[config.mk]
export PLATFORM = sky130hd
export DESIGN_NAME = puf_host_sequencer
export DESIGN_NICKNAME = d
export VERILOG_FILES = /design/src/rtl/puf_pkg.sv /design/src/rtl/puf_sync2.sv /design/src/rtl/puf_host_sequencer.sv
export SDC_FILE = /design/constraint.sdc
export NUM_CORES = 1
export LEC_CHECK = 0
export ABC_CLOCK_PERIOD_IN_PS = 3500
export CAP_MARGIN = 20
export CORE_MARGIN = 2
export CORE_UTILIZATION = 56
export DETAILED_ROUTE_END_ITERATION = 10
export MAX_ROUTING_LAYER = met4
export PLACE_DENSITY = 0.95
export SLEW_MARGIN = 20
export SYNTH_ARGS = -nofsm -noshare
export SYNTH_HDL_FRONTEND = slang
export SYNTH_SLANG_ARGS = --single-unit
[constraint.sdc]
create_clock -name clk -period 3.5 [get_ports clk]
set_clock_uncertainty 0.15 [all_clocks]
set_input_delay 0.7 -clock clk [delete_from_list [all_inputs] [get_ports clk]]
set_output_delay 0.7 -clock clk [all_outputs]
set_load 0.01 [all_outputs]
[src/rtl/puf_pkg.sv]
// Purpose: shared types and constants for the PUF host sequencer.
// Latency: n/a (declarations only).
// Backpressure: n/a.
package puf_pkg;

  localparam int CW_DEFAULT = 8;
  localparam int RW_DEFAULT = 8;

  // Fibonacci LFSR feedback taps 8,6,5,4 (bit 7 is tap 8); maximal length, period 255.
  localparam logic [7:0] LFSR_TAPS = 8'b1011_1000;

  // Sequencer states. Prefixed so they cannot collide with the SETTLE/TIMEOUT parameters.
  typedef enum logic [2:0] {
    S_IDLE,
    S_SETTLE,
    S_WAIT_DONE,
    S_ACK,
    S_EMIT
  } state_t;

  // Shift toward the MSB; the XOR of the tapped bits enters at bit 0.
  function automatic logic [7:0] lfsr_next(input logic [7:0] q);
    return {q[6:0], ^(q & LFSR_TAPS)};
  endfunction

endpackage

[src/rtl/puf_sync2.sv]
// Purpose: 2-flop synchroniser for asynchronous level inputs.
// Latency: 2 clk cycles from d to q.
// Backpressure: none; this is a plain level path.
// Ports: clk, rst (async active-high), d (async input), q (synchronised output).
module puf_sync2 #(
  parameter int W = 1
) (
  input  logic         clk,
  input  logic         rst,
  input  logic [W-1:0] d,
  output logic [W-1:0] q
);

  logic [W-1:0] meta;

  always_ff @(posedge clk or posedge rst) begin
    if (rst) begin
      meta <= '0;
      q    <= '0;
    end else begin
      meta <= d;
      q    <= meta;
    end
  end

endmodule

[src/rtl/puf_host_sequencer.sv]
// Purpose: host side of the PUF challenge/response handshake; sweeps N challenges per run.
// Latency: per step 1 + SETTLE + (done_s wait, max TIMEOUT) + ACK cycles, then the record is held in EMIT.
// Backpressure: out_ready low stalls in EMIT indefinitely with the record held and computer_ack low.
// Ports: clk, rst (async active-high); start, num_challenges (0 = 2^CW) start a run;
//        challenge/computer_ack drive the PUF, done/response come back from it (done is async);
//        out_valid/out_ready/out_challenge/out_response/out_timeout carry records; busy, run_done status.
// Build option: define PUF_SEQ_LFSR_EN to draw challenges from an 8-bit LFSR seeded with LFSR_SEED
//        instead of an incrementing counter starting at 0.
module puf_host_sequencer
  import puf_pkg::*;
#(
  parameter int CW      = CW_DEFAULT,
  parameter int RW      = RW_DEFAULT,
  parameter int SETTLE  = 4,
  parameter int TIMEOUT = 1024
`ifdef PUF_SEQ_LFSR_EN
  ,
  parameter logic [CW-1:0] LFSR_SEED = CW'(8'hA5)
`endif
) (
  input  logic          clk,
  input  logic          rst,
  input  logic          start,
  input  logic [CW-1:0] num_challenges,
  output logic [CW-1:0] challenge,
  input  logic          done,
  input  logic [RW-1:0] response,
  output logic          computer_ack,
  output logic          out_valid,
  input  logic          out_ready,
  output logic [CW-1:0] out_challenge,
  output logic [RW-1:0] out_response,
  output logic          out_timeout,
  output logic          busy,
  output logic          run_done
);

  // One timer serves both the settle count and the done/ack timeouts.
  localparam int TMAX = (TIMEOUT > SETTLE) ? TIMEOUT : SETTLE;
  localparam int TW   = $clog2(TMAX) + 1;

`ifdef PUF_SEQ_LFSR_EN
  localparam logic [CW-1:0] CHAL_FIRST = LFSR_SEED;
`else
  localparam logic [CW-1:0] CHAL_FIRST = '0;
`endif

  state_t        state_q, state_d;
  logic [TW-1:0] timer_q, timer_d;
  logic [CW:0]   count_q, count_d;   // one extra bit so 2^CW fits
  logic [CW-1:0] chal_d, out_chal_d;
  logic [RW-1:0] out_resp_d;
  logic          out_to_d, run_done_d;
  logic          done_s;

  puf_sync2 #(.W(1)) u_done_sync (
    .clk (clk),
    .rst (rst),
    .d   (done),
    .q   (done_s)
  );

  function automatic logic [CW-1:0] chal_advance(input logic [CW-1:0] c);
`ifdef PUF_SEQ_LFSR_EN
    return CW'(lfsr_next(8'(c)));
`else
    return c + CW'(1);
`endif
  endfunction

  always_comb begin
    state_d    = state_q;
    timer_d    = timer_q;
    count_d    = count_q;
    chal_d     = challenge;
    out_chal_d = out_challenge;
    out_resp_d = out_response;
    out_to_d   = out_timeout;
    run_done_d = 1'b0;
    case (state_q)
      S_IDLE: begin
        if (start) begin
          count_d = (num_challenges == '0) ? {1'b1, {CW{1'b0}}} : {1'b0, num_challenges};
          chal_d  = CHAL_FIRST;
          timer_d = '0;
          state_d = S_SETTLE;
        end
      end
      S_SETTLE: begin
        // Full settle time regardless of done_s, so a stale done cannot be mistaken for a response.
        if (timer_q == TW'(SETTLE - 1)) begin
          timer_d = '0;
          state_d = S_WAIT_DONE;
        end else begin
          timer_d = timer_q + TW'(1);
        end
      end
      S_WAIT_DONE: begin
        timer_d = timer_q + TW'(1);
        if (done_s) begin
          out_chal_d = challenge;
          out_resp_d = response;
          out_to_d   = 1'b0;
          timer_d    = '0;
          state_d    = S_ACK;
        end else if (timer_q == TW'(TIMEOUT - 1)) begin
          out_chal_d = challenge;
          out_resp_d = '0;
          out_to_d   = 1'b1;
          timer_d    = '0;
          state_d    = S_ACK;
        end
      end
      S_ACK: begin
        if (!done_s) begin
          state_d = S_EMIT;
        end else if (timer_q == TW'(TIMEOUT - 1)) begin
          // done stuck high: flag the record but keep the response already captured.
          out_to_d = 1'b1;
          state_d  = S_EMIT;
        end else begin
          timer_d = timer_q + TW'(1);
        end
      end
      S_EMIT: begin
        // out_valid is always high in EMIT, so out_ready alone completes the handshake.
        if (out_ready) begin
          count_d = count_q - (CW + 1)'(1);
          if (count_q == (CW + 1)'(1)) begin
            run_done_d = 1'b1;
            state_d    = S_IDLE;
          end else begin
            chal_d  = chal_advance(challenge);
            timer_d = '0;
            state_d = S_SETTLE;
          end
        end
      end
      default: state_d = S_IDLE;
    endcase
  end

  always_ff @(posedge clk or posedge rst) begin
    if (rst) begin
      state_q       <= S_IDLE;
      timer_q       <= '0;
      count_q       <= '0;
      challenge     <= CHAL_FIRST;
      out_challenge <= '0;
      out_response  <= '0;
      out_timeout   <= 1'b0;
      computer_ack  <= 1'b0;
      out_valid     <= 1'b0;
      busy          <= 1'b0;
      run_done      <= 1'b0;
    end else begin
      state_q       <= state_d;
      timer_q       <= timer_d;
      count_q       <= count_d;
      challenge     <= chal_d;
      out_challenge <= out_chal_d;
      out_response  <= out_resp_d;
      out_timeout   <= out_to_d;
      // Registered from the next state so the PUF-facing and stream outputs are glitch-free.
      computer_ack  <= (state_d == S_ACK);
      out_valid     <= (state_d == S_EMIT);
      busy          <= (state_d != S_IDLE);
      run_done      <= run_done_d;
    end
  end

endmodule

After elaboration in Yosys (flattened, before gate mapping)

Cells that the tools add are included.

Register bits after elaboration: 54
Input port bits: 21
Output and inout port bits: 29
Logic and storage cells: 79

Add/subtract/negate cells: 3
Equality and inequality tests: 14
Multiplexer cells: 37
Reductions and logical operators: 12

Operator list:

| cell                                             | count |
|---|---|
| 2-to-1 mux 11 bit                                | 8 |
| 2-to-1 mux 8 bit                                 | 7 |
| case mux 11 bit (5 select lines)                 | 1 |
| 2-to-1 mux 9 bit                                 | 3 |
| 2-to-1 mux 3 bit                                 | 7 |
| case mux 9 bit (2 select lines)                  | 1 |
| case mux 8 bit (2 select lines)                  | 1 |
| case mux 3 bit (5 select lines)                  | 1 |
| adder 11 x 1 -> 11 bit, second input constant    | 1 |
| == test 11 x 10 -> 1 bit, second input constant  | 1 |
| == test 11 x 2 -> 1 bit, second input constant   | 1 |
| == test 3 x 2 -> 1 bit, second input constant    | 3 |
| == test 9 x 1 -> 1 bit, second input constant    | 1 |
| subtractor 9 x 1 -> 9 bit, second input constant | 1 |
| adder 8 x 1 -> 8 bit, second input constant      | 1 |
| logical NOT 8 bit                                | 1 |
| != test 2 bit, second input constant             | 4 |
| 2-to-1 mux 1 bit                                 | 7 |
| == test 3 bit, second input constant             | 2 |
| AND reduction 6 bit                              | 1 |
| nonzero test 2 bit                               | 3 |
| nonzero test 5 bit                               | 1 |
| AND reduction 2 bit                              | 2 |
| AND reduction 4 bit                              | 1 |
| other kinds (6)                                  | 6 |

Logic depth before layout (Yosys ltp)

Depth in word-level cells: 5
Gate-level depth with buffers: 7
Gate-level depth less buffers: 7

Hierarchy

A second synthesis with hierarchy kept.

Cells, all modules: 264
Area total of the unflattened synthesis: 2680.1 um2

By module, submodules not included:

| module             | instances | cells an instance | area an instance (um2) |
|---|---|---|---|
| puf_host_sequencer | 1         | 261               | 2626.3 |
| puf_sync2          | 1         | 3                 | 53.8 |

Least setup slack after synthesis

OpenSTA, ideal clock, no wires.

Path type: reg2reg
Start point: register timer_q[0]
End point: register timer_q[0]
Library setup time: 0.125 ns
Arrival: 1.837 ns
Required time: 3.225 ns
Slack: 1.388 ns
Cell stages (with the launch flop): 7
Cell sequence: dfrtp_1 > ha_1 > or4b_4 > o31ai_4 > o22a_4 > nor2_4 > mux2_2

Longest elaborated chain between the ends: 4
Elaborated cells between the ends (all ways): 11
Those cells by class: add/sub (1); eq/ne (3); mux (6); reduce/logical (1)

Ends and longest elaborated chain:

| what                                                               | RTL line                                             | RTL |
|---|---|---|
| start, declared                                                    | puf_host_sequencer.sv:49                             | `logic [TW-1:0] timer_q, timer_d;` |
| start signal, assigned                                             | puf_host_sequencer.sv:158                            | `timer_q <= timer_d;` |
| adder 11 x 1 -> 11 bit or == test 11 x 10 -> 1 bit (tied branches) | -                                                    |  |
| 2-to-1 mux 11 bit, on equally long branches                        | puf_host_sequencer.sv:117, puf_host_sequencer.sv:106 |  |
| 2-to-1 mux 11 bit, on equally long branches                        | puf_host_sequencer.sv:115, puf_host_sequencer.sv:100 |  |
| case mux 11 bit (5 select lines)                                   | puf_host_sequencer.sv:80                             | `case (state_q)` |

Several ways; a longest one is shown, not always the timed one. The select of a mux whose other input is x is not followed.
A chain may end at the register's enable or synchronous reset.

Worst setup path in the final report

Start point: input port out_ready
End point: register timer_q[10]

Longest elaborated chain between the ends: 2

Ends and longest elaborated chain:

| what                                 | RTL line                 | RTL |
|---|---|---|
| start, declared                      | puf_host_sequencer.sv:30 | `input logic out_ready,` |
| != test 2 bit (no source line)       | -                        |  |
| AND reduction 6 bit (no source line) | -                        |  |

Every way passes these cells.

==> results by group <==
Run status
  • Status: finished, final reports clean

CTS
  • Clk pin slew, worst setup/hold paths: approximately 0.1 ns
  • CTS sink cnt: 54
  • Worst skew pair latency: around 0.31 ns
  • PostCTS Resize Cnt: 0
  • Number of buffers created by CTS: 5
  • Clock Tree Root: clkbuf_8
  • Clock Tree Buf Depth: 2
  • Post-CTS setup buffer count: 0
  • Hold-fix buffers at CTS: 0
  • CTS tree: yes
  • Max H-tree Level: 2

Routing
  • Drt via density: 5.91
  • DRT Wirelength: 6.02 mm
  • Antenna Nets Post-Route: 0
  • DRC Markers: 0
  • Pre-antenna DRT Iters: 4
  • DRT iter0 DRCs: ~190
  • Drt wl/cell: 15.9 um
  • Via count of the routed design: 2246

Yosys
  • Cell area after synthesis: 2740 um^2
  • Top-count cell post-synth: dfrtp_1
  • Ys Warns: 0
  • Syn Nets: approximately 290
  • Syn Area/Cell: ~10 um^2
  • Top cell type's share of synthesized area: 0.493
  • Yosys cell types: 53
  • Post-synth EDFFs: 0
  • Post-synthesis sequential area ratio: 0.493
  • Yosys top cell by area: dfrtp_1
  • #FFs+latches synth: 54
  • Cells after Synth: 261
  • Commonest register cell after synthesis: dfrtp_1
  • Synth area leaders: dfrtp_1, a22o_1, nor2_1
  • Post-synthesis async set-or-reset flop share: 1.00
  • Post-synth top cells: dfrtp_1, nor2_1, a22o_1

Place
  • Port buffer count: 49
  • Detail Placement HPWL: 4.36 mm
  • GPL Wtd Cong: between 0.8 and 0.9
  • Pre-CTS setup slack: 0.782 ns

Setup path
  • Setup CP Type: input port to flop
  • Maximum fanout along the worst path: 10
  • FF-to-FF Start: timer_q[0]
  • Cells on worst reg2reg path: 6
  • Startpoint types: input port
  • R2R Path End: timer_q[9]
  • Crit. End Element: flop
  • Required time worst endpoint: about 3.6 ns
  • Arr. time, crit path: 2.45 ns
  • R2r setup slk: about 1.2 ns

Global route
  • Global-route wire length before repair: 10.1 mm
  • Overflow after GRT: 0
  • Largest net degree at the start of global routing: 24
  • Initial antenna violation count: 0
  • Number of global-route vias before repair: 2193
  • Overall global routing resource usage: 0.247

Floorplan
  • Die height: 73.9 um
  • Core area: 4720 um^2
  • Row count: 25
  • Initial core utilization: 0.580
  • I/O Pins: 50
  • Die Span X: 73.9 um
  • Die Area: 5470 um^2

STA
  • Final Hold Viols: 0
  • Hold_ws: 0.234 ns
  • Max-Slew Margin vs Limit: 0.333
  • Crit path time final: approximately 2.4 ns
  • Setup slack after layout: 1.11 ns
  • TNS Setup: 0 ns
  • Worst Tran Pin Value: 0.992 ns
  • RSZ-0062 raised after global routing: no
  • Slew Limit Fails: 0
  • Fin crit share: 0.684
  • Fmax: about 0.42 GHz
  • Final Setup Violations: 0

Pwr
  • Internal Power: approximately 1400 uW
  • Total Power: 2250 uW
  • Reg power frac: 0.414
  • Power density cells: approximately 660 nW/um^2
  • Sw frac: 0.370
  • Clock Power Share: 0.187
  • Combinational fraction of design power: 0.399
  • Max VDD drop: 0.000450 V
  • Sw power: 832 uW
  • Leak Pwr: 0.00147 uW

Layout
  • Antenna cells: 0
  • Filler instances: 334
  • Synth-to-layout area growth: 23.8%
  • Footprint of the multi-input gates: 1290 um^2
  • Flip-flop and latch area: 1350 um^2
  • Nets: 337
  • Final Util: 0.718
  • Share of layout cells above drive strength 1: 0.118

Min path
  • Min-delay src: u_done_sync.meta
  • Hold path depth: 0
  • Worst hold path endpoint: u_done_sync.q
  • Hold Path Class: flop to flop

Run
  • Max Cap Viol: 0
layout make-up:
type | instances | area share
Clock buffer | 6 | 0.0214
Clock inverter | 2 | 0.0111
Inverter | 10 | 0.0111
Multi-Input combinational cell | 189 | 0.382
Sequential cell | 54 | 0.399
Tap cell | 67 | 0.0247
Timing Repair Buffer | 52 | 0.151
through the flow:
step,cells,cell area [um^2]
floorplan,261,2740
global placement,372,3280
detailed placement,372,3280
CTS,380,3390
global route,380,3390
finish,380,3390
placed cells by master (no fill, tap or decap), types with 3 or more instances in the layout:
cell type	n
nor3_1	8
clkdlybuf4s50_1	49
a22o_1	17
nand4_1	5
buf_4	3
xor2_1	6
nor2b_1	4
mux2_2	7
nand2b_1	3
or2_2	4
nor4_1	5
dfrtp_1	54
and3_1	3
o21ai_1	7
clkbuf_8	5
ha_1	4
a21oi_1	14
inv_1	9
o21ai_0	15
nand3_1	6
nand2_1	16
nor2_1	29
sequential cells by signal, indices dropped and copies added, names as in the netlist, 3 cells and up:
name,flops
challenge,8
count_q,9
out_response,8
timer_q,11
state_q,3
out_challenge,8
power by group through the flow:
| stage | clock network, uW | logic [uW] | registers, uW |
|---|---|---|---|
| floorplan | 0 | 623 | 916 |
| global placement | 0 | 852 | 931 |
| detailed placement | 0 | 896 | 938 |
| CTS | 423 | 903 | 927 |
| global route | 452 | 996 | 952 |
| finish | 421 | 896 | 929 |
worst max-delay path: stages:
cell             delay (ns)
clkdlybuf4s50_1        0.50
nand4bb_1              0.19
a21oi_4                0.24
a2bb2oi_2              0.41
o21ai_0                0.19
a22o_1                 0.22
logic make-up (layout without fill, tap and decap cells):
kind of cell / count (synthesis) / after routing / synth area share
and+or+nand+nor: 97 / 97 / 0.192
AOI/OAI and AO/OA: 74 / 74 / 0.211
DFF: 54 / 54 / 0.493
buffers and inverters: 18 / 70 / 0.0338
muxes: 8 / 8 / 0.0324
xor gates and xnor gates: 6 / 6 / 0.0192
adders and majority gates: 4 / 4 / 0.0183
per-layer routing:
layer / track usage / up-vias / part of all wire
li1: - / 1054 / -
met1: 0.309 / 1119 / 0.41
met2: 0.416 / 65 / 0.54
met3: 0.0461 / 8 / 0.039
met4: 0.0606 / 0 / 0.010
met5: - / - / 0
worst max path at each step:
stage,start,end,cells past startpoint
6_report,out_ready,timer_q[10],6
5_1_grt,out_ready,timer_q[10],6
4_1_cts,out_ready,timer_q[10],6
3_5_place_dp,out_ready,timer_q[9],6
3_3_place_gp,start,challenge[7],6
2_1_floorplan,rst,busy,1
No activity file was read; power rests on OpenSTA's default activity.
